==> config.mk <==
export PLATFORM = sky130hd
export DESIGN_NAME = robo_map_engine_flat
export DESIGN_NICKNAME = d
export VERILOG_FILES = /design/src/rtl/robo_map_engine_if.sv /design/src/rtl/robo_map_engine.sv /design/src/flat_wrapper.sv
export SDC_FILE = /design/constraint.sdc
export NUM_CORES = 2
export LEC_CHECK = 0
export CAP_MARGIN = 0
export CORE_UTILIZATION = 35
export DETAILED_ROUTE_END_ITERATION = 16
export PLACE_DENSITY_LB_ADDON = 0.05
export SETUP_SLACK_MARGIN = 0.15
export SLEW_MARGIN = 40
export SYNTH_ARGS = -nofsm -noshare
export SYNTH_HDL_FRONTEND = slang
export SYNTH_SLANG_ARGS = --single-unit
==> constraint.sdc <==
create_clock -name clock -period 4.31 [get_ports clock]
set_input_delay 0.431 -clock clock [delete_from_list [all_inputs] [get_ports clock]]
set_output_delay 0.431 -clock clock [all_outputs]
set_load 0.01 [all_outputs]
==> src/rtl/robo_map_engine_if.sv <==
// robo_map_engine_if: command, map-load and sensor signals of the grid-world robot engine
interface robo_map_engine_if #(
    parameter int ROW_W = 4,
    parameter int COL_W = 5
);
    logic             avancar;
    logic             girar;
    logic             remover;
    logic             map_we;
    logic [ROW_W-1:0] map_row;
    logic [COL_W-1:0] map_col;
    logic [1:0]       map_data;
    logic             head_out;
    logic             left_out;
    logic             under_out;
    logic             barrier_out;
    logic             busy;
    logic             cmd_err;
    logic [ROW_W-1:0] robo_row;
    logic [COL_W-1:0] robo_col;
    logic [1:0]       robo_orientacao;
    logic [15:0]      move_count;

    modport master (
        output avancar, girar, remover, map_we, map_row, map_col, map_data,
        input  head_out, left_out, under_out, barrier_out, busy, cmd_err,
               robo_row, robo_col, robo_orientacao, move_count
    );
    modport slave (
        input  avancar, girar, remover, map_we, map_row, map_col, map_data,
        output head_out, left_out, under_out, barrier_out, busy, cmd_err,
               robo_row, robo_col, robo_orientacao, move_count
    );
endinterface

==> src/rtl/robo_map_engine.sv <==
// robo_map_engine: grid-world robot with loadable map, one-hot commands and multi-cycle rubble removal
module robo_map_engine #(
    parameter int ROWS        = 10,
    parameter int COLS        = 20,
    parameter int ROW_W       = 4,
    parameter int COL_W       = 5,
    parameter int START_ROW   = 0,
    parameter int START_COL   = 0,
    parameter int START_DIR   = 1,
    parameter int RUBBLE_HITS = 3
) (
    input logic clock,
    input logic reset,
    robo_map_engine_if.slave bus
);
    localparam int CNT_W = RUBBLE_HITS > 1 ? $clog2(RUBBLE_HITS) : 1;
    localparam logic [CNT_W-1:0] HIT_LAST = CNT_W'(RUBBLE_HITS - 1);
    localparam logic [ROW_W:0] ROWS_X = (ROW_W + 1)'(ROWS);
    localparam logic [COL_W:0] COLS_X = (COL_W + 1)'(COLS);
    localparam logic [ROW_W:0] R1 = 1;
    localparam logic [COL_W:0] C1 = 1;

    typedef enum logic {IDLE, REMOVE} state_t;

    state_t           state, state_n;
    logic [1:0]       map_q [ROWS][COLS];
    logic [ROW_W-1:0] row_q, tgt_r;
    logic [COL_W-1:0] col_q, tgt_c;
    logic [1:0]       dir_q, left_dir;
    logic [15:0]      cnt_q;
    logic [CNT_W-1:0] hit_q;
    logic             err_q;
    logic [ROW_W:0]   ah_r, lf_r;
    logic [COL_W:0]   ah_c, lf_c;
    logic             ah_in, lf_in, wr_in;
    logic [1:0]       ah_cell, lf_cell;
    logic             idle, multi, any_cmd, do_move, do_turn, do_rem, last, err_n;

    // Neighbour indices carry an extra bit so stepping off either edge lands out of range
    function automatic logic [ROW_W:0] step_r(input logic [ROW_W-1:0] r, input logic [1:0] d);
        return d == 2'd0 ? {1'b0, r} - R1 : d == 2'd2 ? {1'b0, r} + R1 : {1'b0, r};
    endfunction

    function automatic logic [COL_W:0] step_c(input logic [COL_W-1:0] c, input logic [1:0] d);
        return d == 2'd3 ? {1'b0, c} - C1 : d == 2'd1 ? {1'b0, c} + C1 : {1'b0, c};
    endfunction

    assign left_dir = dir_q + 2'd3;
    assign ah_r     = step_r(row_q, dir_q);
    assign ah_c     = step_c(col_q, dir_q);
    assign lf_r     = step_r(row_q, left_dir);
    assign lf_c     = step_c(col_q, left_dir);
    assign ah_in    = ah_r < ROWS_X && ah_c < COLS_X;
    assign lf_in    = lf_r < ROWS_X && lf_c < COLS_X;
    assign wr_in    = {1'b0, bus.map_row} < ROWS_X && {1'b0, bus.map_col} < COLS_X;
    assign ah_cell  = ah_in ? map_q[ah_r[ROW_W-1:0]][ah_c[COL_W-1:0]] : 2'd0;
    assign lf_cell  = lf_in ? map_q[lf_r[ROW_W-1:0]][lf_c[COL_W-1:0]] : 2'd0;

    assign bus.head_out        = !ah_in || ah_cell == 2'd1 || ah_cell == 2'd2;
    assign bus.left_out        = !lf_in || lf_cell == 2'd1 || lf_cell == 2'd2;
    assign bus.barrier_out     = ah_in && ah_cell == 2'd2;
    assign bus.under_out       = map_q[row_q][col_q] == 2'd3;
    assign bus.busy            = state == REMOVE;
    assign bus.cmd_err         = err_q;
    assign bus.robo_row        = row_q;
    assign bus.robo_col        = col_q;
    assign bus.robo_orientacao = dir_q;
    assign bus.move_count      = cnt_q;

    always_ff @(posedge clock)
        if (reset) state <= IDLE;
        else       state <= state_n;

    always_comb begin
        idle    = state == IDLE;
        any_cmd = bus.avancar | bus.girar | bus.remover;
        multi   = (bus.avancar & bus.girar) | (bus.avancar & bus.remover) | (bus.girar & bus.remover);
        do_move = idle && !multi && bus.avancar && !bus.head_out;
        do_turn = idle && !multi && bus.girar;
        do_rem  = idle && !multi && bus.remover && bus.barrier_out;
        last    = !idle && hit_q == HIT_LAST;
        err_n   = !idle ? any_cmd
                : multi | (bus.avancar & bus.head_out) | (bus.remover & !bus.barrier_out);
        state_n = idle ? (do_rem ? REMOVE : IDLE) : (last ? IDLE : REMOVE);
    end

    always_ff @(posedge clock) begin
        if (reset) begin
            row_q <= ROW_W'(START_ROW);
            col_q <= COL_W'(START_COL);
            dir_q <= 2'(START_DIR);
            cnt_q <= '0;
            hit_q <= '0;
            err_q <= 1'b0;
            tgt_r <= '0;
            tgt_c <= '0;
            for (int r = 0; r < ROWS; r++)
                for (int c = 0; c < COLS; c++)
                    map_q[r][c] <= 2'd0;
        end else begin
            err_q <= err_n;
            if (do_turn) dir_q <= dir_q + 2'd1;
            if (do_move) begin
                row_q <= ah_r[ROW_W-1:0];
                col_q <= ah_c[COL_W-1:0];
                if (cnt_q != 16'hFFFF) cnt_q <= cnt_q + 16'd1;
            end
            if (do_rem) begin
                tgt_r <= ah_r[ROW_W-1:0];
                tgt_c <= ah_c[COL_W-1:0];
                hit_q <= '0;
            end else if (!idle) begin
                hit_q <= hit_q + CNT_W'(1);
            end
            // External load is ordered last so it wins over the clear on a shared edge
            if (last) map_q[tgt_r][tgt_c] <= 2'd0;
            if (bus.map_we && wr_in) map_q[bus.map_row][bus.map_col] <= bus.map_data;
        end
    end
endmodule

==> src/flat_wrapper.sv <==
// flat-port wrapper written by rule: the top's interface ports become plain ports
module robo_map_engine_flat 
#(
    parameter int ROWS        = 10,
    parameter int COLS        = 20,
    parameter int ROW_W       = 4,
    parameter int COL_W       = 5,
    parameter int START_ROW   = 0,
    parameter int START_COL   = 0,
    parameter int START_DIR   = 1,
    parameter int RUBBLE_HITS = 3
)
  (clock, reset, bus_avancar, bus_girar, bus_remover, bus_map_we, bus_map_row, bus_map_col, bus_map_data, bus_head_out, bus_left_out, bus_under_out, bus_barrier_out, bus_busy, bus_cmd_err, bus_robo_row, bus_robo_col, bus_robo_orientacao, bus_move_count);
  robo_map_engine_if #(.ROW_W(ROW_W), .COL_W(COL_W)) bus_i ();
  input logic clock;
  input logic reset;
  input wire logic [$bits(bus_i.avancar)-1:0] bus_avancar;
  input wire logic [$bits(bus_i.girar)-1:0] bus_girar;
  input wire logic [$bits(bus_i.remover)-1:0] bus_remover;
  input wire logic [$bits(bus_i.map_we)-1:0] bus_map_we;
  input wire logic [$bits(bus_i.map_row)-1:0] bus_map_row;
  input wire logic [$bits(bus_i.map_col)-1:0] bus_map_col;
  input wire logic [$bits(bus_i.map_data)-1:0] bus_map_data;
  output wire logic [$bits(bus_i.head_out)-1:0] bus_head_out;
  output wire logic [$bits(bus_i.left_out)-1:0] bus_left_out;
  output wire logic [$bits(bus_i.under_out)-1:0] bus_under_out;
  output wire logic [$bits(bus_i.barrier_out)-1:0] bus_barrier_out;
  output wire logic [$bits(bus_i.busy)-1:0] bus_busy;
  output wire logic [$bits(bus_i.cmd_err)-1:0] bus_cmd_err;
  output wire logic [$bits(bus_i.robo_row)-1:0] bus_robo_row;
  output wire logic [$bits(bus_i.robo_col)-1:0] bus_robo_col;
  output wire logic [$bits(bus_i.robo_orientacao)-1:0] bus_robo_orientacao;
  output wire logic [$bits(bus_i.move_count)-1:0] bus_move_count;
  assign bus_i.avancar = bus_avancar;
  assign bus_i.girar = bus_girar;
  assign bus_i.remover = bus_remover;
  assign bus_i.map_we = bus_map_we;
  assign bus_i.map_row = bus_map_row;
  assign bus_i.map_col = bus_map_col;
  assign bus_i.map_data = bus_map_data;
  assign bus_head_out = bus_i.head_out;
  assign bus_left_out = bus_i.left_out;
  assign bus_under_out = bus_i.under_out;
  assign bus_barrier_out = bus_i.barrier_out;
  assign bus_busy = bus_i.busy;
  assign bus_cmd_err = bus_i.cmd_err;
  assign bus_robo_row = bus_i.robo_row;
  assign bus_robo_col = bus_i.robo_col;
  assign bus_robo_orientacao = bus_i.robo_orientacao;
  assign bus_move_count = bus_i.move_count;
  robo_map_engine #(.ROWS(ROWS), .COLS(COLS), .ROW_W(ROW_W), .COL_W(COL_W), .START_ROW(START_ROW), .START_COL(START_COL), .START_DIR(START_DIR), .RUBBLE_HITS(RUBBLE_HITS)) u_core (.clock(clock), .reset(reset), .bus(bus_i));
endmodule
* Yosys cells after proc, flatten, opt, wreduce, memory -nomap -nowiden *
Memory sizes are Yosys's and may differ from the RTL's. A register that Yosys moved wholly into a read port is not among the register bits.
Index checks and enable logic that the tools add are counted.

word-level totals
  word-level logic and storage cells = 133
  input port bits = 17
  output and inout bits = 33
  memories = 1
  RAM bits = 400
  flip-flop bits (word level) = 40

memories
  name          words  bits a word  rd ports  clocked after Yosys merged registers in  wr ports  line                   text
  u_core.map_q  10     40           3         1                                        10        robo_map_engine.sv:26  logic [1:0] map_q [ROWS][COLS];

cells by class
  eq/ne operators = 13
  $add $sub $neg = 8
  order comparisons = 13
  bitwise gates (word level) = 17
  multiplexer cells = 43
  reductions and logical operators = 29

operator list
  cell                                                        count
  two-way mux 40 bit                                          6
  OR reduction 40 bit                                         2
  binary-select mux 2 bit (select 5 bit)                      3
  greater-or-equal comparator 6 bit, second input constant    5
  inverter 5 -> 6 bit                                         5
  two-way mux 6 bit                                           4
  demux 2 bit (select 5 bit)                                  2
  two-way mux 2 bit                                           10
  two-way mux 5 bit                                           4
  adder 16 x 1 -> 16 bit, second input constant               1
  equality test 2 bit, second input constant                  8
  two-way mux 4 bit                                           4
  inequality test 16 bit, second input constant               1
  logical AND 1 bit                                           14
  less-than comparator 6 x 1 -> 1 bit, second input constant  2
  less-than comparator 6 x 5 -> 1 bit, second input constant  2
  less-than comparator 5 x 4 -> 1 bit, second input constant  2
  two-way mux 1 bit                                           10
  equality test 2 x 1 -> 1 bit, second input constant         4
  adder 5 x 1 -> 6 bit, second input constant                 1
  OR 1 bit                                                    6
  subtractor 5 x 1 -> 6 bit, second input constant            1
  adder 4 x 1 -> 5 bit, second input constant                 1
  bitwise AND 1 bit                                           5
  other kinds (11)                                            20

* Depth between registers and ports, before layout *
  depth in word-level cells = 15
  gate-level depth with buffers = 23

* Worst setup path after synthesis *
OpenSTA, ideal clock, no wires.

  path type = reg2out
  start point = register u_core.dir_q[0], in the netlist u_core.bus.robo_orientacao[0]
  end point = output bus_left_out
  arrival = 4266 ps
  required time = 3879 ps
  path slack = -387 ps
  cell stages (with the launch flop) = 13
  buffers on the path = 3
  path through = dfxtp_1 > clkbuf_1 > xor2_1 > clkbuf_1 > buf_1 > mux4_2 > mux4_2 > mux4_2 > a211oi_1 > a21oi_1 > xor2_1 > nand2_1 > o211ai_1

on the way
  longest elaborated chain between the ends = 12
  elaborated cells on any way between the ends = 23

ends and longest elaborated chain
  item                                                                         line                                          text
  start, declared                                                              robo_map_engine.sv:29                         logic [1:0] dir_q, left_dir;
  start signal, assigned                                                       robo_map_engine.sv:91                         dir_q <= 2'(START_DIR);
  start signal, assigned                                                       robo_map_engine.sv:102                        if (do_turn) dir_q <= dir_q + 2'd1;
  adder 2 bit (*)                                                              robo_map_engine.sv:48                         assign left_dir = dir_q + 2'd3;
  equality test 2 bit / equality test 2 x 1 -> 1 bit (equally long branches)   robo_map_engine.sv:41, robo_map_engine.sv:45
  two-way mux 5 bit / two-way mux 6 bit (equally long branches) (2 in series)  robo_map_engine.sv:41, robo_map_engine.sv:45
  memory (10 x 40 bit) / inverter 5 -> 6 bit (equally long branches)           --
  binary-select mux 2 bit (select 5 bit)                                       robo_map_engine.sv:57                         assign lf_cell = lf_in ? map_q[lf_r[ROW_W-1:0]][lf_c[COL_W-1:0]] : 2'd0;
  two-way mux 2 bit (implied by the code) (2 in series)                        robo_map_engine.sv:57
  two-way mux 2 bit                                                            robo_map_engine.sv:57
  equality test 2 x 1 -> 1 bit                                                 robo_map_engine.sv:60                         assign bus.left_out = !lf_in || lf_cell == 2'd1 || lf_cell == 2'd2;
  logical OR 1 bit                                                             robo_map_engine.sv:60
  logical OR 1 bit (*)                                                         robo_map_engine.sv:60
  end, declared                                                                flat_wrapper.sv:25                            output wire logic [$bits(bus_i.left_out)-1:0] bus_left_out;

Every way passes the cells marked *; elsewhere a longest branch is shown, timed or not. The select of a mux whose other input is x is not followed.

* Worst setup path in the final report *
  start point = register u_core.dir_q[0], in the netlist u_core.bus.robo_orientacao[0]
  end point = output bus_head_out

on the way
  longest elaborated chain between the ends = 11
  elaborated cells on any way between the ends = 22

ends and longest elaborated chain
  item                                                                         line                                          text
  equality test 2 bit / equality test 2 x 1 -> 1 bit (equally long branches)   robo_map_engine.sv:41, robo_map_engine.sv:45
  two-way mux 5 bit / two-way mux 6 bit (equally long branches) (2 in series)  robo_map_engine.sv:41, robo_map_engine.sv:45
  memory (10 x 40 bit) / inverter 5 -> 6 bit (equally long branches)           --
  binary-select mux 2 bit (select 5 bit)                                       robo_map_engine.sv:56                         assign ah_cell = ah_in ? map_q[ah_r[ROW_W-1:0]][ah_c[COL_W-1:0]] : 2'd0;
  two-way mux 2 bit (implied by the code) (2 in series)                        robo_map_engine.sv:56
  two-way mux 2 bit                                                            robo_map_engine.sv:56
  equality test 2 x 1 -> 1 bit                                                 robo_map_engine.sv:59                         assign bus.head_out = !ah_in || ah_cell == 2'd1 || ah_cell == 2'd2;
  logical OR 1 bit                                                             robo_map_engine.sv:59
  logical OR 1 bit (*)                                                         robo_map_engine.sv:59
  end, declared                                                                flat_wrapper.sv:24                            output wire logic [$bits(bus_i.head_out)-1:0] bus_head_out;

Marked as above.

==> impl_metrics.xml <==
<?xml version="1.0" encoding="UTF-8"?>
<metrics>
  <group name="power">
    <metric name="pwr_density_cell" unit="nW/um^2">366</metric>
    <metric name="ir_drop" unit="mV">0.286</metric>
    <metric name="power_leakage" unit="nW">19.1</metric>
  </group>
  <group name="place">
    <metric name="preCtsSetupSlack" unit="ns">-1.30</metric>
    <metric name="detailed_place_hpwl" unit="um">149000</metric>
    <metric name="io_buffers" unit="">49</metric>
    <metric name="gp_congestion" unit="">0.955</metric>
  </group>
  <group name="worst_setup_path">
    <metric name="cp_max_fo" unit="">8</metric>
    <metric name="timing.reg2reg.setup_slack" unit="ns">-0.82</metric>
    <metric name="cpMostUsedCell" unit="">sky130_fd_sc_hd__buf_12</metric>
    <metric name="crit_path_end_kind" unit="">output pin</metric>
    <metric name="start_kind" unit="">register</metric>
    <metric name="worstSetupPathType" unit="">register to output pin</metric>
    <metric name="cpMaxStageDelayCell" unit="">sky130_fd_sc_hd__mux4_2</metric>
    <metric name="critPathArrivalTime" unit="ns">4.78</metric>
    <metric name="worstPathRequired" unit="ns">3.88</metric>
    <metric name="crit_chain" unit="">buf_12 -&gt; inv_8 -&gt; ha_4 -&gt; or3_4 -&gt; and2_4 -&gt; buf_12 -&gt; buf_16 -&gt; buf_6 -&gt; buf_12 -&gt; mux4_2 -&gt; a22oi_2 -&gt; nand4_1 -&gt; nand2_2 -&gt; o221ai_4 -&gt; a31oi_4 -&gt; buf_4 -&gt; o21ai_4 -&gt; and3_4 -&gt; inv_2 -&gt; buf_6</metric>
    <metric name="worst_path_largest_cell_delay" unit="ns">0.42</metric>
  </group>
  <group name="clocking">
    <metric name="numCtsBuffers" unit="">86</metric>
    <metric name="cts_num_sinks" unit="">684</metric>
    <metric name="cts.reportedPaths.clkPinSlew" unit="ns">0.06</metric>
    <metric name="holdBufCountCts" unit="">0</metric>
    <metric name="clk-insertion-delay-late" unit="ns">0.69</metric>
    <metric name="cts_tree" unit="">built</metric>
    <metric name="cts.root.buffer_cell" unit="">sky130_fd_sc_hd__clkbuf_16</metric>
    <metric name="cts-htree-levels" unit="">3</metric>
    <metric name="cts.path.max_buffers" unit="">3</metric>
  </group>
  <group name="hold_path">
    <metric name="min_path_type" unit="">input pin to register</metric>
  </group>
  <group name="synth">
    <metric name="count_of_flip_flops_with_a_built_in_enable_after_synthesis" unit="">640</metric>
    <metric name="proportion_of_synthesized_chip_area_in_sequential_cells" unit="">0.475</metric>
    <metric name="netlist_area" unit="um^2">42300</metric>
    <metric name="synth_area_leader_cell" unit="">sky130_fd_sc_hd__edfxtp_1</metric>
    <metric name="syn_inst" unit="">3672</metric>
    <metric name="synth.distinct_cells" unit="">76</metric>
    <metric name="yosys_warnings" unit="">0</metric>
    <metric name="synth.top_cell.area_share" unit="">0.454</metric>
    <metric name="ys_seq_elements" unit="">684</metric>
    <metric name="netlist_top_cells_area" unit="">sky130_fd_sc_hd__edfxtp_1 (45%), sky130_fd_sc_hd__mux4_2 (17%), sky130_fd_sc_hd__nor2_1 (5.6%)</metric>
    <metric name="yosys_most_used_dff" unit="">sky130_fd_sc_hd__edfxtp_1</metric>
    <metric name="postSynth.asyncResetShare" unit="">0</metric>
    <metric name="synthesis.area_per_instance" unit="um^2">11.5</metric>
  </group>
  <group name="timing">
    <metric name="period_minus_slack" unit="ns">5.21</metric>
    <metric name="finalHoldViolCount" unit="">0</metric>
    <metric name="final_clock_skew" unit="ns">0.0209</metric>
    <metric name="tightest_slew" unit="ns">1.01</metric>
    <metric name="finalSetupViolCount" unit="">45</metric>
    <metric name="drv_slew" unit="">0</metric>
    <metric name="worst_slack" unit="ns">-0.901</metric>
    <metric name="totalNegativeSetupSlack" unit="ns">-24.97</metric>
    <metric name="timing.final.crit_share" unit="">1.21</metric>
    <metric name="maxClockFrequency" unit="MHz">192</metric>
    <metric name="setup_repair_after_global_routing_missed_its_margin" unit="">yes</metric>
    <metric name="worst_slew_margin_rel" unit="">0.325</metric>
  </group>
  <group name="floorplan">
    <metric name="dieHeight" unit="um">350</metric>
    <metric name="design.core.area" unit="um^2">120000</metric>
    <metric name="design.portCount" unit="">50</metric>
    <metric name="die_area" unit="um^2">122000</metric>
    <metric name="fp.dieW" unit="um">350</metric>
    <metric name="core.rowCount" unit="">127</metric>
    <metric name="initial_core_util" unit="">0.353</metric>
  </group>
  <group name="routing">
    <metric name="pre_repair_dr_iteration_count" unit="">6</metric>
    <metric name="remaining_drc_errors" unit="">0</metric>
    <metric name="routed_wl" unit="um">222000</metric>
    <metric name="antenna_violating_nets_post_route" unit="">0</metric>
    <metric name="drt_iter0_drc" unit="">5611</metric>
    <metric name="wire_per_inst" unit="um">37.6</metric>
    <metric name="routed-via-count" unit="">38500</metric>
    <metric name="vias_per_cell" unit="">6.53</metric>
  </group>
  <group name="outcome">
    <metric name="run_status" unit="">complete, but fails checks</metric>
    <metric name="violations_in_the_final_reports" unit="">negative setup slack</metric>
  </group>
  <group name="final_layout">
    <metric name="fin_util" unit="">0.455</metric>
    <metric name="mostFrequentLayoutCells" unit="">sky130_fd_sc_hd__edfxtp_1 (640), sky130_fd_sc_hd__nor2_1 (611), sky130_fd_sc_hd__buf_4 (410)</metric>
    <metric name="num-nets-final" unit="">4243</metric>
    <metric name="drive_gt1_frac" unit="">0.308</metric>
    <metric name="n_fill_cell" unit="">11000</metric>
    <metric name="multi_input_comb_area" unit="um^2">23000</metric>
    <metric name="synthToLayoutAreaGrowth" unit="%">29.1</metric>
    <metric name="regArea" unit="um^2">20100</metric>
    <metric name="commonest_non_fill_non_tap_cell_in_the_layout" unit="">sky130_fd_sc_hd__edfxtp_1</metric>
  </group>
  <group name="flow_run">
    <metric name="max_cap_violations" unit="">0</metric>
  </group>
  <group name="grt">
    <metric name="grt_start_max_net_pins" unit="">80</metric>
    <metric name="number_of_antenna_violations_at_the_first_check_in_global_routing" unit="">7</metric>
    <metric name="globalRoute.totalOverflow" unit="">0</metric>
    <metric name="grt_util_all_layers" unit="">0.359</metric>
    <metric name="number_of_global_route_vias_before_repair" unit="">37100</metric>
    <metric name="grt_pass1_wl" unit="um">304000</metric>
  </group>
</metrics>
==> flip-flops by register name, indices dropped and copies added, names as in the netlist, named ones only <==
signal / cells
u_core.bus.move_count: 16
u_core.bus.busy: 1
u_core.bus.cmd_err: 1
u_core.hit_q: 2
u_core.tgt_c: 5
u_core.map_q: 640
u_core.bus.robo_col: 5
u_core.bus.robo_row: 4
u_core.bus.robo_orientacao: 2
u_core.tgt_r: 4
==> critical path, delay by kind of cell (launching register included) <==
family,cells,cell delay [ns]
adder cells (fa/ha/maj),1,0.16
flip-flops,1,0.40
AO/OA/AOI/OAI,4,0.61
multiplexers,1,0.42
AND/OR/NAND/NOR,5,1.47
buffers and inverters,9,1.00
==> cell type report <==
class	count	share of cell area
Timing Repair inverter	3	0.000572
Tap cell	1612	0.0369
Sequential cell	684	0.368
Antenna cell	4	0.000183
Inverter	19	0.00183
Clock inverter	44	0.00824
Timing Repair Buffer	619	0.122
Clock buffer	108	0.0417
Multi-Input combinational cell	2802	0.420
==> repair_timing <==
item / 4_1_cts / 5_1_grt
gates cloned: 27 / 0
setup buffers: 51 / 11
gates resized for setup: 294 / 64
setup endpoints to repair: 46 / 46
pin swaps: 65 / 41
==> power breakdown <==
part           internal (mW)  switching (mW)
registers               7.46           0.247
clock network           4.25            3.03
logic                   2.33            2.70
total                   14.0            5.98
==> routing by layer <==
metal	GRT usage	part of all wire	vias to the layer above
li1	-	-	15400
met1	0.490	0.41	19900
met2	0.534	0.43	2700
met3	0.0939	0.11	487
met4	0.161	0.050	4
met5	0	0.00015	-
==> synthesized netlist by cell type, types with 40 or more instances <==
master	count
sky130_fd_sc_hd__a211oi_1	130
sky130_fd_sc_hd__a21oi_1	111
sky130_fd_sc_hd__a221o_1	203
sky130_fd_sc_hd__a221oi_1	63
sky130_fd_sc_hd__and3_1	197
sky130_fd_sc_hd__buf_1	50
sky130_fd_sc_hd__buf_2	40
sky130_fd_sc_hd__clkbuf_1	304
sky130_fd_sc_hd__dfxtp_1	44
sky130_fd_sc_hd__edfxtp_1	640
sky130_fd_sc_hd__mux2i_1	100
sky130_fd_sc_hd__mux4_2	320
sky130_fd_sc_hd__nand2_1	323
sky130_fd_sc_hd__nand3_1	82
sky130_fd_sc_hd__nor2_1	635
sky130_fd_sc_hd__o21ai_0	58
==> kinds of logic after synthesis <==
group,share of synthesized area
and+or+nand+nor,0.143
AOI/OAI and AO/OA,0.136
DFF,0.475
muxes,0.199
buffers and inverters,0.0406
xor gates and xnor gates,0.00310
adders and majority gates,0.00325
other,0.0000886
==> path summary, 6_finish.rpt <==
| path | start | to | cells past startpoint |
|---|---|---|---|
| setup / recovery | u_core.bus.robo_orientacao[0]$_SDFFE_PP1P_ | bus_head_out | 20 |
| hold / removal | reset | u_core.tgt_c[0]$_SDFFE_PP0P_ | 2 |
| setup reg to reg | u_core.bus.robo_orientacao[0]$_SDFFE_PP1P_ | u_core.bus.move_count[6]$_SDFFE_PP0P_ | 24 |
| hold reg to reg | u_core.bus.move_count[1]$_SDFFE_PP0P_ | u_core.bus.move_count[1]$_SDFFE_PP0P_ | 2 |
==> stage by stage <==
stage | std cells | hold WS (ns) | cell area (um^2) | power, mW
floorplan | 3911 | 0.475 | 43300 | 9.91
global placement | 5646 | 0.486 | 48900 | 12.0
detailed placement | 5650 | 0.495 | 49000 | 12.0
CTS | 5879 | 0.116 | 54200 | 19.8
global route | 5893 | 0.169 | 54600 | 20.5
finish | 5895 | 0.168 | 54600 | 20.0
(Power assumes the default switching activity.)
